===== src/rtl/pe_pkg.sv =====
// Shared types and default widths for the PE partial-sum accumulation stage.
package pe_pkg;

    typedef enum logic [1:0] {
        IDLE  = 2'd0,
        ACCUM = 2'd1,
        MERGE = 2'd2,
        DONE  = 2'd3
    } acc_state_t;

    localparam int DEFAULT_DATA_WIDTH = 16;
    localparam int DEFAULT_GUARD_BITS = 4;
    localparam int DEFAULT_PSUM_WIDTH = 32;
    localparam int DEFAULT_LEN_WIDTH  = 8;

endpackage


===== src/rtl/pe_psum_narrow.sv =====
// Combinational ACC_WIDTH -> PSUM_WIDTH narrowing of the accumulator.
// PSUM_SATURATION_EN selects clamping; otherwise the upper bits are dropped (wrap).
module pe_psum_narrow
    import pe_pkg::*;
#(
    parameter int ACC_WIDTH  = 2*DEFAULT_DATA_WIDTH + DEFAULT_GUARD_BITS,
    parameter int PSUM_WIDTH = DEFAULT_PSUM_WIDTH
) (
    input  logic signed [ACC_WIDTH-1:0]  acc,
    output logic signed [PSUM_WIDTH-1:0] narrowed
);

    generate
        if (ACC_WIDTH > PSUM_WIDTH) begin : g_reduce
`ifdef PSUM_SATURATION_EN
            logic [ACC_WIDTH-PSUM_WIDTH:0] top_bits_s;
            logic                          in_range_s;

            assign top_bits_s = acc[ACC_WIDTH-1:PSUM_WIDTH-1];
            // In range when every bit above the result's sign bit matches it.
            assign in_range_s = (top_bits_s == {(ACC_WIDTH-PSUM_WIDTH+1){1'b0}}) ||
                                (top_bits_s == {(ACC_WIDTH-PSUM_WIDTH+1){1'b1}});

            // Clamp toward the sign of the accumulator when it does not fit.
            always_comb begin
                narrowed = acc[PSUM_WIDTH-1:0];
                if (in_range_s) begin
                    narrowed = acc[PSUM_WIDTH-1:0];
                end else if (acc[ACC_WIDTH-1]) begin
                    narrowed = {1'b1, {(PSUM_WIDTH-1){1'b0}}};
                end else begin
                    narrowed = {1'b0, {(PSUM_WIDTH-1){1'b1}}};
                end
            end
`else
            assign narrowed = acc[PSUM_WIDTH-1:0];
`endif
        end else begin : g_extend
            assign narrowed = PSUM_WIDTH'(acc);
        end
    endgenerate

endmodule


===== src/rtl/pe_psum_accumulator.sv =====
// Per-PE partial-sum accumulator: sums cfg_len signed products, optionally merges the
// neighbour psum, and emits over valid/ready. Optional macro: PSUM_SATURATION_EN.
module pe_psum_accumulator
    import pe_pkg::*;
#(
    parameter int DATA_WIDTH = DEFAULT_DATA_WIDTH,
    parameter int GUARD_BITS = DEFAULT_GUARD_BITS,
    parameter int PSUM_WIDTH = DEFAULT_PSUM_WIDTH,
    parameter int LEN_WIDTH  = DEFAULT_LEN_WIDTH
) (
    input  logic                           clk,
    input  logic                           reset_n,
    input  logic                           start,
    input  logic [LEN_WIDTH-1:0]           cfg_len,
    input  logic                           cfg_psum_in_en,
    input  logic                           product_valid,
    input  logic signed [2*DATA_WIDTH-1:0] product,
    input  logic                           psum_in_valid,
    output logic                           psum_in_ready,
    input  logic signed [PSUM_WIDTH-1:0]   psum_in,
    output logic                           psum_out_valid,
    input  logic                           psum_out_ready,
    output logic signed [PSUM_WIDTH-1:0]   psum_out,
    output logic                           busy
);

    localparam int ACC_WIDTH = 2*DATA_WIDTH + GUARD_BITS;

    acc_state_t                  state_r, state_next_s;
    logic signed [ACC_WIDTH-1:0] acc_r, acc_next_s;
    logic [LEN_WIDTH-1:0]        cnt_r, cnt_next_s, cnt_inc_s;
    logic [LEN_WIDTH-1:0]        len_r, len_next_s, cfg_len_eff_s;
    logic                        psum_in_en_r, psum_in_en_next_s;
    logic                        load_out_s;
    logic signed [PSUM_WIDTH-1:0] narrow_s;
    logic signed [PSUM_WIDTH-1:0] psum_out_r;

    assign cnt_inc_s     = cnt_r + LEN_WIDTH'(1);
    assign cfg_len_eff_s = (cfg_len == {LEN_WIDTH{1'b0}}) ? LEN_WIDTH'(1) : cfg_len;

    // Next-state, accumulator and counter update logic.
    always_comb begin
        state_next_s      = state_r;
        acc_next_s        = acc_r;
        cnt_next_s        = cnt_r;
        len_next_s        = len_r;
        psum_in_en_next_s = psum_in_en_r;
        load_out_s        = 1'b0;
        case (state_r)
            IDLE: begin
                if (start) begin
                    len_next_s        = cfg_len_eff_s;
                    psum_in_en_next_s = cfg_psum_in_en;
                    acc_next_s        = {ACC_WIDTH{1'b0}};
                    cnt_next_s        = {LEN_WIDTH{1'b0}};
                    state_next_s      = ACCUM;
                end else begin
                    state_next_s = IDLE;
                end
            end
            ACCUM: begin
                if (product_valid) begin
                    acc_next_s = acc_r + ACC_WIDTH'(product);
                    cnt_next_s = cnt_inc_s;
                    if (cnt_inc_s == len_r) begin
                        state_next_s = psum_in_en_r ? MERGE : DONE;
                        load_out_s   = !psum_in_en_r;
                    end else begin
                        state_next_s = ACCUM;
                    end
                end else begin
                    state_next_s = ACCUM;
                end
            end
            MERGE: begin
                if (psum_in_valid) begin
                    acc_next_s   = acc_r + ACC_WIDTH'(psum_in);
                    state_next_s = DONE;
                    load_out_s   = 1'b1;
                end else begin
                    state_next_s = MERGE;
                end
            end
            DONE: begin
                if (psum_out_ready && start) begin
                    // Back-to-back: the next psum starts in the handshake cycle.
                    len_next_s        = cfg_len_eff_s;
                    psum_in_en_next_s = cfg_psum_in_en;
                    acc_next_s        = {ACC_WIDTH{1'b0}};
                    cnt_next_s        = {LEN_WIDTH{1'b0}};
                    state_next_s      = ACCUM;
                end else if (psum_out_ready) begin
                    state_next_s = IDLE;
                end else begin
                    state_next_s = DONE;
                end
            end
            default: begin
                state_next_s = IDLE;
            end
        endcase
    end

    pe_psum_narrow #(
        .ACC_WIDTH  (ACC_WIDTH),
        .PSUM_WIDTH (PSUM_WIDTH)
    ) u_narrow (
        .acc      (acc_next_s),
        .narrowed (narrow_s)
    );

    // State, datapath and result registers.
    always_ff @(posedge clk or negedge reset_n) begin
        if (!reset_n) begin
            state_r      <= IDLE;
            acc_r        <= {ACC_WIDTH{1'b0}};
            cnt_r        <= {LEN_WIDTH{1'b0}};
            len_r        <= LEN_WIDTH'(1);
            psum_in_en_r <= 1'b0;
            psum_out_r   <= {PSUM_WIDTH{1'b0}};
        end else begin
            state_r      <= state_next_s;
            acc_r        <= acc_next_s;
            cnt_r        <= cnt_next_s;
            len_r        <= len_next_s;
            psum_in_en_r <= psum_in_en_next_s;
            if (load_out_s) begin
                psum_out_r <= narrow_s;
            end
        end
    end

    assign psum_out       = psum_out_r;
    assign psum_out_valid = (state_r == DONE);
    assign psum_in_ready  = (state_r == MERGE);
    assign busy           = (state_r != IDLE);

endmodule


===== config.mk =====
export PLATFORM = sky130hd
export DESIGN_NAME = pe_psum_accumulator
export DESIGN_NICKNAME = d
export VERILOG_FILES = /design/src/rtl/pe_pkg.sv /design/src/rtl/pe_psum_narrow.sv /design/src/rtl/pe_psum_accumulator.sv
export SDC_FILE = /design/constraint.sdc
export NUM_CORES = 1
export LEC_CHECK = 0
export BUFFER_PORTS_ARGS = -buffer_cell sky130_fd_sc_hd__buf_2
export CAP_MARGIN = 10
export CORE_ASPECT_RATIO = 0.6
export CORE_MARGIN = 2
export CORE_UTILIZATION = 45
export CTS_BUF_LIST = sky130_fd_sc_hd__clkbuf_4
export DETAILED_ROUTE_END_ITERATION = 10
export GPL_TIMING_DRIVEN = 0
export HOLD_SLACK_MARGIN = 0.08
export PLACE_DENSITY = 0.72
export SYNTH_ARGS = -nofsm -noshare
export SYNTH_HDL_FRONTEND = slang
export SYNTH_SLANG_ARGS = --single-unit

===== constraint.sdc =====
create_clock -name clk -period 4.2 [get_ports clk]
set_input_delay 0.63 -clock clk [delete_from_list [all_inputs] [get_ports clk]]
set_output_delay 0.63 -clock clk [all_outputs]
set_load 0.005 [all_outputs]

---- Yosys cells after proc, flatten, opt, wreduce, memory -nomap -nowiden ----
Cells that the tools add are included.
storage, ports and cells
  register bits ........................... 87
  input bits .............................. 79
  output and inout bits ................... 35
  word-level logic and storage cells ...... 56
cells by class
  add/sub/neg operators ................... 3
  eq/ne operators ......................... 8
  muxes and demuxes ....................... 28
  reductions and logical operators ........ 10
operators by type and width
  kind                                                             count
  36-bit two-way mux                                               4
  36-bit one-hot mux with 4 select lines                           1
  36-bit by 32-bit adder with 36-bit output                        2
  8-bit two-way mux                                                6
  8-bit one-hot mux with 3 select lines                            1
  8-bit one-hot mux with 2 select lines                            1
  8-bit by 1-bit adder with 8-bit output, second input constant    1
  8-bit == test                                                    1
  8-bit logical NOT                                                1
  1-bit two-way mux                                                8
  2-bit two-way mux                                                4
  2-bit one-hot mux with 4 select lines                            1
  4-bit AND reduction                                              2
  2-bit != test, second input constant                             3
  2-bit == test, second input constant                             2
  1-bit one-hot mux with 2 select lines                            2
  2-bit nonzero test                                               2
  3-bit AND reduction                                              1
  3-bit nonzero test                                               1
  2-bit by 1-bit == test with 1-bit output, second input constant  1
  2-bit logical NOT                                                1
  2-bit by 1-bit != test with 1-bit output, second input constant  1
  1-bit logical AND                                                1
  1-bit logical NOT                                                1

---- Longest topological paths before layout ----
Gate-level depths: netlist of the first run.
  depth in word-level cells ............... 5
  gate-level depth with buffers ........... 13
  gate-level depth less buffers ........... 13

---- Hierarchy ----
Synthesis of the first run repeated with hierarchy kept, for this count alone.
unflattened totals
  cell total of the unflattened synthesis .. 985
  area total of the unflattened synthesis .. 8485.6 sq um
modules (own cells, without submodules)
  module               times used  cells an instance  area each (sq um)
  pe_psum_accumulator  1           953                8245.4
  pe_psum_narrow       1           32                 240.2

---- Worst setup path after synthesis of the first run ----
No wires, ideal clock.
  kind .................................... input to register
  start point ............................. in product[0]
  end point ............................... reg psum_out_r[24] (netlist: psum_out[24])
  library setup time ...................... 0.125 ns
  data arrival time ....................... 3.154 ns
  data required time ...................... 4.075 ns
  path slack .............................. 0.922 ns
  stages .................................. 13
  buffers on the path ..................... 0
  path through ............................ ha_1 > inv_1 > fa_1 > nor2b_1 > o2111ai_1 > a31oi_1 > a221o_1 > a31oi_4 > o31ai_2 > xor2_1 > a221oi_1 > o21ai_1 > mux2_2
on the way
  longest elaborated chain between the ends .. 3
ends and longest elaborated chain
  item                                       RTL line                    RTL
  start, declared                            pe_psum_accumulator.sv:17   input logic signed [2*DATA_WIDTH-1:0] product,
  36-bit by 32-bit adder with 36-bit output  pe_psum_accumulator.sv:63   acc_next_s = acc_r + ACC_WIDTH'(product);
  36-bit two-way mux                         pe_psum_accumulator.sv:62   if (product_valid) begin
  36-bit one-hot mux with 4 select lines     pe_psum_accumulator.sv:49   case (state_r)
  net acc_next_s[24]                         pe_psum_accumulator.sv:30   logic signed [ACC_WIDTH-1:0] acc_r, acc_next_s;
  end signal, assigned                       pe_psum_accumulator.sv:120  psum_out_r <= {PSUM_WIDTH{1'b0}};
  end signal, assigned                       pe_psum_accumulator.sv:128  psum_out_r <= narrow_s;
  end, declared                              pe_psum_accumulator.sv:36   logic signed [PSUM_WIDTH-1:0] psum_out_r;
The timed path passes the listed nets, and every way through them passes these cells. The select of a mux whose other input is x is not followed.
A chain may end at the register's enable or synchronous reset.

---- Final worst setup path of the first run ----
  start point ............................. reg acc_r[0]
  end point ............................... reg psum_out_r[30] (netlist: psum_out[30])
on the way
  longest elaborated chain between the ends .. 3
  elaborated cells between the ends (all ways) .. 5
ends and longest elaborated chain
  item                                                          RTL line                                              RTL
  start, declared                                               pe_psum_accumulator.sv:30
  start signal, assigned                                        pe_psum_accumulator.sv:116                            acc_r <= {ACC_WIDTH{1'b0}};
  start signal, assigned                                        pe_psum_accumulator.sv:123                            acc_r <= acc_next_s;
  36-bit by 32-bit adder with 36-bit output (on tied branches)  pe_psum_accumulator.sv:77, pe_psum_accumulator.sv:63
  36-bit two-way mux (on tied branches)                         pe_psum_accumulator.sv:76, pe_psum_accumulator.sv:62
  36-bit one-hot mux with 4 select lines *                      pe_psum_accumulator.sv:49
  net acc_next_s[30]                                            pe_psum_accumulator.sv:30
Mark *: on every way through the listed nets, which the timed path passes. The rest lies on a longest branch. The select of a mux whose other input is x is not followed.

==> summary.txt, run 1 <==
Unrepaired setup endpoints after global routing: no
Hold buffers post-CTS: 0
Number of hold violations in the final report: 0
Worst hold slack: 121.8 ps
CTS tree: done
Worst slew margin relative to its limit: 46.06%
Number of cells traversed by the worst register-to-register path: 13
Post-synthesis compound-gate area fraction: 26.46%
Cell count after synthesis: 827
Required time of the critical path: 4580 ps
Max-capacitance violation count: 0
Row count: 36
Combinational Power Share: 66.2%
Worst Path Class, Setup: reg -> reg
Post-CTS sizing: 0
Antenna violations before repair: 0
Total CTS buffers: 9
Area Growth Syn to Fin: 13.37%
Power spent charging and discharging nets: 2.733 mW
Ports: 114
Vias in the first global route: 6433
Antenna cells: 0
Proportion of synthesized area in mux cells: 8.814%
Top cells by area, synth: sky130_fd_sc_hd__dfrtp_1 (28%), sky130_fd_sc_hd__ha_1 (12%), sky130_fd_sc_hd__mux2_2 (7.9%), sky130_fd_sc_hd__a21oi_1 (4.6%), sky130_fd_sc_hd__xnor2_1 (4.4%)
Final Cycle Share: 90.21%
Power density over cell area: 650.5 nW/um^2
Synthesized netlist net count: 977
Number of buffers inserted by port buffering: 112
Floorplan die area: 17320 um^2
Warnings from Yosys: 0
Flop pwr share: 25.1%
Cell internal power dissipation: 2.658 mW
Area share of xor/xnor cells in the synthesized design: 7.667%
DRC violations left: 0
Antenna Violating Nets Remaining: 0
Type of element launching the critical path: flip-flop
Worst Skew: 16.60 ps
Seq/Total Area, Yosys: 28.43%
Clock share of power: 8.7%
Adder-Cell Fraction of Synth Area: 12.36%
HP Class: in -> async
Net count, final: 1101
Placer congestion estimate: 0.9105
Number of synthesized flops with an enable pin: 0
CP Capture Type: flip-flop
# Post-CTS Setup Buffers: 0
Cell variety after synth: 62
Worst path arrival time: 4170 ps
Chip height: 102.7 um
Global-route wire length before repair: 35.92 mm
Time the final worst path needs with I/O delays and setup: 3789 ps
Syn Std Cell Area: 7311 um^2
Most used DFF post-synth: sky130_fd_sc_hd__dfrtp_1
Post-detailed-route wirelength per cell: 19.57 um
Bufs on Longest Clock Path: 2
Detail Placement HPWL: 18.00 mm
Num Clock Sinks: 83
Share of layout cells above drive strength 1: 20.71%
Lkg Pwr: 4.060 nW
H-tree levels: 3
Leading area contributor after synthesis: sky130_fd_sc_hd__dfrtp_1
Outcome: finished, final reports clean
Proportion of netlist area held by the largest area contributor: 28.07%
Register bit total from synthesis: 83
Max Fanout on Critical Path: 5
Transition time of the tightest slew-check pin: 809.1 ps
Effective utilization at floorplan: 45.46%
Final setup violating endpoints: 0
Async SR Flop Fraction: 100.0%
Routed wire length: 22.80 mm
Final number of max-transition violations: 0
Main combinational cell family by area after synthesis: compound AO/OA/AOI/OAI gates
Max Fclk: 0.2639 GHz
Detailed-route vias per instance: 6.027
Iteration count of the initial detailed-routing pass: 7
Avg Cell Area, Syn: 8.840 um^2
Sw Ratio: 50.69%
Pin count of the biggest net entering global routing: 45
Global router's overall resource usage: 26.90%
Total Negative Setup Slacks: 0 ps
Synth Area in Simple Gates: 13.01%
Number of DRC markers after the initial detailed-route iteration: 786
Via count: 7022
Chip width: 168.6 um
Clock-pin slew on the worst setup and hold paths: 160 ps
Buffer cell driving the clock tree root: sky130_fd_sc_hd__clkbuf_4
Core region area: 16080 um^2
Post-route total power: 5.391 mW
Latest clock arrival within the worst-skew pair: 470 ps
Total overflow reported by the global router: 0
Largest vdd supply drop: 0.0002563 V
-- per-stage QoR --
stage                     setup slack, ps  util (%)  instance area [um^2]  cells
final                               411.1     51.54                  8288   1165
after global routing                159.4     51.54                  8288   1165
after CTS                           462.9     51.54                  8288   1165
after detailed placement            174.7     50.76                  8163   1149
after global placement              163.4     50.58                  8133   1148
after floorplan                     921.8         -                  7311    827
-- power groups by stage --
| stage | registers, mW | logic (mW) | clock network [mW] |
|---|---|---|---|
| after floorplan | 1.26 | 2.64 | 0 |
| after global placement | 1.35 | 3.44 | 0 |
| after detailed placement | 1.36 | 3.46 | 0 |
| after CTS | 1.34 | 3.49 | 0.477 |
| after global routing | 1.40 | 3.95 | 0.506 |
| final | 1.35 | 3.57 | 0.467 |
-- state kept, by name, summed over array words and instances (netlist names) --
name and count:
acc_r 32, psum_out 32, cnt_r 8, len_r 8
state_r 2, psum_in_en_r 1
-- cells in the mapped netlist, types with 7 or more instances --
library cell                n
sky130_fd_sc_hd__a211oi_1   9
sky130_fd_sc_hd__a21o_1    34
sky130_fd_sc_hd__a21oi_1   67
sky130_fd_sc_hd__a221oi_1   9
sky130_fd_sc_hd__a222oi_1  16
sky130_fd_sc_hd__a31oi_1   12
sky130_fd_sc_hd__and2_1    10
sky130_fd_sc_hd__and3_1     9
sky130_fd_sc_hd__clkbuf_1  33
sky130_fd_sc_hd__dfrtp_1   82
sky130_fd_sc_hd__ha_1      69
sky130_fd_sc_hd__inv_1     24
sky130_fd_sc_hd__mux2_2    51
sky130_fd_sc_hd__mux2i_1    7
sky130_fd_sc_hd__nand2_1   84
sky130_fd_sc_hd__nand3_1   17
sky130_fd_sc_hd__nand4_1    9
sky130_fd_sc_hd__nor2_1    37
sky130_fd_sc_hd__nor2b_1    9
sky130_fd_sc_hd__nor3_1     7
sky130_fd_sc_hd__o21ai_0   57
sky130_fd_sc_hd__o21bai_1   8
sky130_fd_sc_hd__o31ai_1   10
sky130_fd_sc_hd__xnor2_1   37
sky130_fd_sc_hd__xor2_1    27
-- cells by family after synthesis --
group,Yosys count
compound gates,285
xor+xnor,64
fa+ha+maj,71
buf+inv,62
flops,83
mux,58
simple gates,204
-- final cells by class --
class / instances / area (um^2)
well taps: 209 / 261.5
multi-input cells: 682 / 4994
flip-flops and latches: 83 / 2078
inverters: 24 / 90.09
fillers: 1533 / 7792
repair buffers: 113 / 590.6
clock inverters: 6 / 50.05
clock buffers: 10 / 75.07
plain buffers: 38 / 148.9
-- critical path, cell delays in order (launching register included) --
cell                        delay [ps]
sky130_fd_sc_hd__dfrtp_1           430
sky130_fd_sc_hd__ha_1              220
sky130_fd_sc_hd__inv_1              70
sky130_fd_sc_hd__fa_1              410
sky130_fd_sc_hd__nor2b_1           180
sky130_fd_sc_hd__o2111ai_1         220
sky130_fd_sc_hd__a31oi_1           370
sky130_fd_sc_hd__a221o_1           300
sky130_fd_sc_hd__a31oi_4           160
sky130_fd_sc_hd__o31ai_2           460
sky130_fd_sc_hd__a41oi_1           240
sky130_fd_sc_hd__mux2i_1           190
sky130_fd_sc_hd__a31oi_1           150
sky130_fd_sc_hd__mux2_2            290
-- layout by cell type, fill, tap and decap left out, types with 8 or more instances in the layout --
master	n
sky130_fd_sc_hd__a21o_1	34
sky130_fd_sc_hd__xnor2_1	37
sky130_fd_sc_hd__mux2_2	51
sky130_fd_sc_hd__nor2b_1	9
sky130_fd_sc_hd__a31oi_1	12
sky130_fd_sc_hd__a221oi_1	9
sky130_fd_sc_hd__o21ai_0	57
sky130_fd_sc_hd__nand2_1	84
sky130_fd_sc_hd__inv_1	24
sky130_fd_sc_hd__xor2_1	27
sky130_fd_sc_hd__nor2_1	37
sky130_fd_sc_hd__clkbuf_1	33
sky130_fd_sc_hd__and2_1	10
sky130_fd_sc_hd__o21bai_1	8
sky130_fd_sc_hd__a222oi_1	16
sky130_fd_sc_hd__ha_1	69
sky130_fd_sc_hd__nand3_1	17
sky130_fd_sc_hd__a21oi_1	67
sky130_fd_sc_hd__a211oi_1	9
sky130_fd_sc_hd__nand4_1	9
sky130_fd_sc_hd__and3_1	9
sky130_fd_sc_hd__buf_2	116
sky130_fd_sc_hd__o31ai_1	10
sky130_fd_sc_hd__dfrtp_1	82
sky130_fd_sc_hd__clkbuf_4	10
-- routing by layer --
layer	vias to the layer above	wire (um)	track usage (%)
li1	3364	-	-
met1	3313	11640	42.60
met2	317	8571	36.66
met3	28	2282	6.104
met4	0	309	5.371
met5	-	0	0
-- worst paths after layout --
path,from,endpoint,slack (ps)
max,acc_r[0],psum_out[30],410
min,reset_n,psum_in_en_r,120
max reg2reg,acc_r[0],psum_out[30],410
min reg2reg,psum_out[16],psum_out[16],510
max in group asynchronous,reset_n,acc_r[16],3450
min in group clk,cfg_psum_in_en,psum_in_en_r,380
Note: power is estimated with default switching activity, not from simulation.
==> run 2: changes to the inputs <==
Settings changed: SETUP_SLACK_MARGIN from default to 0.5.
==> run 2 against run 1 <==
  * Sequential cell count unchanged
  * Clock power rose by 1%
  * Register-to-register slack improved by 180 ps
  * Via count grew 0.33%
  * Largest cell class unchanged
==> summary.txt, run 2 (synthesis gave the netlist of run 1 again) <==
Lkg Pwr: 4.085 nW (+0.62%)
Bufs on Longest Clock Path: 2 (unchanged)
Largest vdd supply drop: 0.0002572 V (+0.35%)
Detailed-route vias per instance: 6.032 (about the same)
DRC violations left: 0 (unchanged)
Via count: 7045 (+0.33%)
H-tree levels: 3 (unchanged)
Crit path setup slack, layout: 591.9 ps (+180.8 ps)
Max-capacitance violation count: 0 (unchanged)
Global-route wire length before repair: 35.95 mm (about the same)
Power density over cell area: 655.2 nW/um^2 (+0.73%)
Required time of the critical path: 4620 ps (+40 ps)
CP Capture Type: flip-flop
Unrepaired setup endpoints after global routing: yes
Number of hold violations in the final report: 0 (unchanged)
Detail Placement HPWL: 18.00 mm (unchanged)
Most common cell after layout, fill and taps aside: sky130_fd_sc_hd__buf_2
CTS tree: done
Pin count of the biggest net entering global routing: 45 (unchanged)
Placer congestion estimate: 0.9105 (unchanged)
Time the final worst path needs with I/O delays and setup: 3608 ps (-180.8 ps)
Latest clock arrival within the worst-skew pair: 480 ps (about the same)
Worst Skew: 15.24 ps (-1.359 ps)
Critical-path top delay cell: sky130_fd_sc_hd__o31ai_2
Outcome: finished, final reports clean
Type of element launching the critical path: flip-flop
Pre-CTS WS: 174.7 ps (unchanged)
Max Fanout on Critical Path: 5 (unchanged)
Num Clock Sinks: 83 (unchanged)
Category of cells accounting for the largest share of critical-path delay: compound AO/OA/AOI/OAI gates
Number of buffers inserted by port buffering: 112 (unchanged)
Worst Path Class, Setup: reg -> reg
Max Fclk: 0.2772 GHz (+5.0%)
Number of DRC markers after the initial detailed-route iteration: 802 (+2.0%)
Commonest non-fill, non-tap cells in the layout: sky130_fd_sc_hd__buf_2 (116), sky130_fd_sc_hd__nand2_1 (84), sky130_fd_sc_hd__dfrtp_1 (82)
Cells along the critical path: ha_1 -> inv_1 -> fa_1 -> nor2b_1 -> o2111ai_2 -> a31oi_4 -> a221o_1 -> a31oi_4 -> o31ai_2 -> mux2i_1 -> nand2_1 -> a31oi_1 -> mux2_2
CP max stage delay: 440 ps (-20 ps)
Iteration count of the initial detailed-routing pass: 8 (+1)
Vias in the first global route: 6445 (+0.19%)
Routed wire length: 22.91 mm (+0.46%)
Global router's overall resource usage: 26.92% (about the same)
Final number of max-transition violations: 0 (unchanged)
Post-route total power: 5.488 mW (+1.8%)
Core region area: 16080 um^2 (unchanged)
Hold buffers post-CTS: 0 (unchanged)
Post-detailed-route wirelength per cell: 19.61 um (+0.21%)
Ports: 114 (unchanged)
Antenna violations before repair: 0 (unchanged)
Buffer cell driving the clock tree root: sky130_fd_sc_hd__clkbuf_4
Cell mode on critical path: sky130_fd_sc_hd__a31oi_4
Antenna Violating Nets Remaining: 0 (unchanged)
HP Class: in -> async
Row count: 36 (unchanged)
Transition time of the tightest slew-check pin: 847.4 ps (+38.38 ps)
Chip height: 102.7 um (unchanged)
Clock-pin slew on the worst setup and hold paths: 150 ps (about the same)
Net count, final: 1104 (+0.27%)
Effective utilization at floorplan: 45.46% (unchanged)
Worst hold slack: 119.4 ps (-2.343 ps)
Antenna cells: 0 (unchanged)
Final setup violating endpoints: 0 (unchanged)
Total CTS buffers: 9 (unchanged)
Share of layout cells above drive strength 1: 21.69% (+0.98 points)
Bufs and invs on worst path: 1 (unchanged)
Final Cycle Share: 85.91% (-4.3 points)
Placed standard-cell area: 8163 um^2 (unchanged)
Worst path arrival time: 4030 ps (-140 ps)
Worst slew margin relative to its limit: 43.00% (-3.1 points)
Total overflow reported by the global router: 0 (unchanged)
Area Growth Syn to Fin: 14.58%
Chip width: 168.6 um (unchanged)
Non-Filler Cell Area, Final: 8377 um^2 (+1.1%)
Floorplan die area: 17320 um^2 (unchanged)
Total Negative Setup Slacks: 0 ps (unchanged)
run 2: final timing paths:
path                                 from           end  slack (ps)  cells past startpoint
max                              acc_r[0]  psum_out[28]         590                     13
min                               reset_n  psum_in_en_r         120                      1
max reg2reg                      acc_r[0]  psum_out[28]         590                     13
min reg2reg                  psum_out[16]  psum_out[16]         510                      2
max in group asynchronous         reset_n     acc_r[16]        3460                      2
min in group clk           cfg_psum_in_en  psum_in_en_r         380                      2
run 2: layout make-up:
type | count | area, um^2
well taps | 209 | 261.5
flip-flops and latches | 83 | 2078
multi-input cells | 682 | 5060
clock inverters | 6 | 50.05
clock buffers | 10 | 75.07
repair buffers | 116 | 613.1
fillers | 1527 | 7704
inverters | 24 | 90.09
plain buffers | 38 | 148.9
run 2: routing by layer:
metal,vias up,global-route usage (%),part of all wire [%]
met3,28,6.104,9.1
met1,3371,42.60,52
met5,-,0,0
met2,290,36.72,38
met4,0,5.371,1.3
li1,3356,-,-
run 2: report_power, final:
part | switching (mW) | total (mW) | internal (mW)
Sequential | 0.309 | 1.36 | 1.05
Combinational | 2.15 | 3.66 | 1.51
Clock | 0.336 | 0.472 | 0.136
Total | 2.80 | 5.49 | 2.69
run 2: repair_timing:
action,in CTS,in global routing
setup endpoints to repair,4,14
gates resized for setup,1,11
setup buffers,0,3
pin swaps,0,5
run 2: metrics by stage:
step           utilization (%)  cells
6_report                 52.09   1168
5_1_grt                  52.09   1168
4_1_cts                  51.58   1165
3_5_place_dp             50.76   1149
3_3_place_gp             50.58   1148
2_1_floorplan                -    827
==> run 3: changes to the inputs <==
Settings changed: PLACE_DENSITY 0.72 to 0.71, SYNTH_HIERARCHICAL from default to 1.
==> run 3 against run 2 <==
  * Total power up 13%
  * Combinational power increased by 17%
  * Routed wire length up 0.57%
  * Sequential share of layout area decreased by 1.6 points
  * Largest power group unchanged
  * Synthesized cell count increased by 6.5%
  * Critical path depth is the same
  * Non-clock buffer count grew 44
==> summary.txt, run 3 <==
Placer congestion estimate: 0.9749 (+7.1%)
Bufs on Longest Clock Path: 2 (unchanged)
Utilization after layout: 52.85% (+0.76 points)
Worst Path Class, Setup: reg -> reg
Worst Skew: 20.04 ps (+4.792 ps)
Antenna cells: 0 (unchanged)
Post-detailed-route wirelength per cell: 18.37 um (-6.3%)
Antenna violations before repair: 0 (unchanged)
Post-route non-filler standard cell count: 1254 (+7.4%)
Register-to-register path setup slack: 540 ps (-60 ps)
DRC violations left: 0 (unchanged)
Avg Cell Area, Syn: 8.761 um^2 (-0.89%)
Power density over cell area: 691.7 nW/um^2 (+5.6%)
Max Fclk: 0.2729 GHz (-1.5%)
Pre-CTS WS: 123.0 ps (-51.76 ps)
Crit path setup slack, layout: 535.8 ps (-56.10 ps)
Net count, final: 1166 (+5.6%)
Warnings from Yosys: 6 (+6)
Total Negative Setup Slacks: 0 ps (unchanged)
Reg-to-reg critical path endpoint: psum_out[18]
Cell count after synthesis: 881 (+6.5%)
Core region area: 16940 um^2 (+5.4%)
Number of buffers inserted by port buffering: 112 (unchanged)
Number of stages on the worst hold path: 2
Capture endpoint of the worst hold path: len_r[4]
Number of cells traversed by the worst register-to-register path: 13 (unchanged)
Chip width: 173.1 um (+2.7%)
Transition time of the tightest slew-check pin: 649.9 ps (-197.5 ps)
Total CTS buffers: 9 (unchanged)
RR Startpoint: acc_r[0]
Synthesized netlist net count: 1032 (+5.6%)
Final Cycle Share: 87.24% (+1.3 points)
Required time of the critical path: 4530 ps (-90 ps)
Outcome: finished, final reports clean
Effective utilization at floorplan: 45.55% (+0.091 points)
Type of element launching the critical path: flip-flop
CTS tree: done
Ports: 114 (unchanged)
Routed wire length: 23.04 mm (+0.57%)
Detail Placement HPWL: 18.82 mm (+4.6%)
Commonest non-fill, non-tap cells in the layout: sky130_fd_sc_hd__buf_2 (119), sky130_fd_sc_hd__nand2_1 (82), sky130_fd_sc_hd__dfrtp_1 (81)
Area Growth Syn to Fin: 16.02%
Buffer cell driving the clock tree root: sky130_fd_sc_hd__clkbuf_4
Max Fanout on Critical Path: 4 (-1)
Total overflow reported by the global router: 0 (unchanged)
H-tree levels: 3 (unchanged)
Number of hold violations in the final report: 0 (unchanged)
Worst slew margin relative to its limit: 56.58% (+14 points)
Latest clock arrival within the worst-skew pair: 430 ps (-50 ps)
Pin count of the biggest net entering global routing: 74 (+64%)
Post-route total power: 6.194 mW (+13%)
Worst path arrival time: 4000 ps (-30 ps)
Placed Cells incl. Taps: 1228 (+6.9%)
Filler Cell Count: 1619 (+6.0%)
Time the final worst path needs with I/O delays and setup: 3664 ps (+56.10 ps)
Vias in the first global route: 6433 (-0.19%)
Chip height: 105.4 um (+2.6%)
Most common cell after layout, fill and taps aside: sky130_fd_sc_hd__buf_2
Final number of max-transition violations: 0 (unchanged)
HP Class: in -> reg
Final setup violating endpoints: 0 (unchanged)
Non-Filler Cell Area, Final: 8955 um^2 (+6.9%)
Antenna Violating Nets Remaining: 0 (unchanged)
CP Capture Type: flip-flop
Global router's overall resource usage: 24.94% (-2.0 points)
Multi-input gate area in the final layout: 5241 um^2 (+3.6%)
Unrepaired setup endpoints after global routing: yes
Placed standard-cell area: 8602 um^2 (+5.4%)
Sequential cell area in the final layout: 2079 um^2 (about the same)
Lkg Pwr: 4.432 nW (+8.5%)
Floorplan die area: 18250 um^2 (+5.4%)
Detailed-route vias per instance: 5.707 (-5.4%)
Syn Std Cell Area: 7719 um^2 (+5.6%)
Via count: 7157 (+1.6%)
Max-capacitance violation count: 0 (unchanged)
Clock-pin slew on the worst setup and hold paths: 140 ps (about the same)
Row count: 37 (+2.8%)
Number of DRC markers after the initial detailed-route iteration: 792 (-1.2%)
Num Clock Sinks: 83 (unchanged)
Share of layout cells above drive strength 1: 23.92% (+2.2 points)
Iteration count of the initial detailed-routing pass: 5 (-3)
Worst min-delay path startpoint: cfg_len[4]
Global-route wire length before repair: 35.85 mm (-0.27%)
Largest vdd supply drop: 0.0002562 V (-0.39%)
Worst hold slack: 443.4 ps (+324.0 ps)
run 3: metal layers:
layer,GRT usage (%),share of wire (%),vias to the layer above
li1,-,-,3520
met1,41.07,51,3274
met2,32.14,36,345
met3,6.421,12,18
met4,3.269,0.82,0
met5,0,0,-
run 3: cell type report:
type	count	area share (%)
clock inverters	7	0.8383
multi-input cells	693	58.53
repair buffers	123	7.461
inverters	30	1.258
plain buffers	75	4.667
clock buffers	9	0.7545
flip-flops and latches	83	23.22
well taps	234	3.270
run 3: worst max path at each step:
stage | from | slack [ps] | to
global route | acc_r[0] | 390 | psum_out[26]
finish | acc_r[0] | 540 | psum_out[18]
CTS | acc_r[0] | 500 | psum_out[20]
detailed placement | product[0] | 120 | psum_out[20]
global placement | product[0] | 100 | psum_out[20]
floorplan | product[0] | 630 | psum_out[20]
run 3: power breakdown:
part | internal, mW | switching (mW) | leakage [nW] | total (mW)
clock | 0.185 | 0.286 | 0.0706 | 0.471
combinational | 1.86 | 2.44 | 3.25 | 4.30
sequential | 1.04 | 0.382 | 1.11 | 1.42
run 3: worst max-delay path, cell delays in order, from the launching register on:
cell	delay, ps
sky130_fd_sc_hd__dfrtp_1	460
sky130_fd_sc_hd__ha_4	190
sky130_fd_sc_hd__fa_2	360
sky130_fd_sc_hd__a211o_1	300
sky130_fd_sc_hd__and4bb_4	220
sky130_fd_sc_hd__o311ai_4	410
sky130_fd_sc_hd__a21oi_4	130
sky130_fd_sc_hd__a211oi_2	300
sky130_fd_sc_hd__buf_4	200
sky130_fd_sc_hd__xnor2_4	80
sky130_fd_sc_hd__a222oi_1	320
sky130_fd_sc_hd__o21ai_1	160
sky130_fd_sc_hd__buf_4	160
sky130_fd_sc_hd__mux2_4	260
run 3: what timing repair did:
item	CTS	global route
pin swaps	3	19
setup buffers	3	6
resized for setup	1	28
hold endpoints to repair	9	0
hold buffers	1	0
endpoints found under the setup margin	6	12
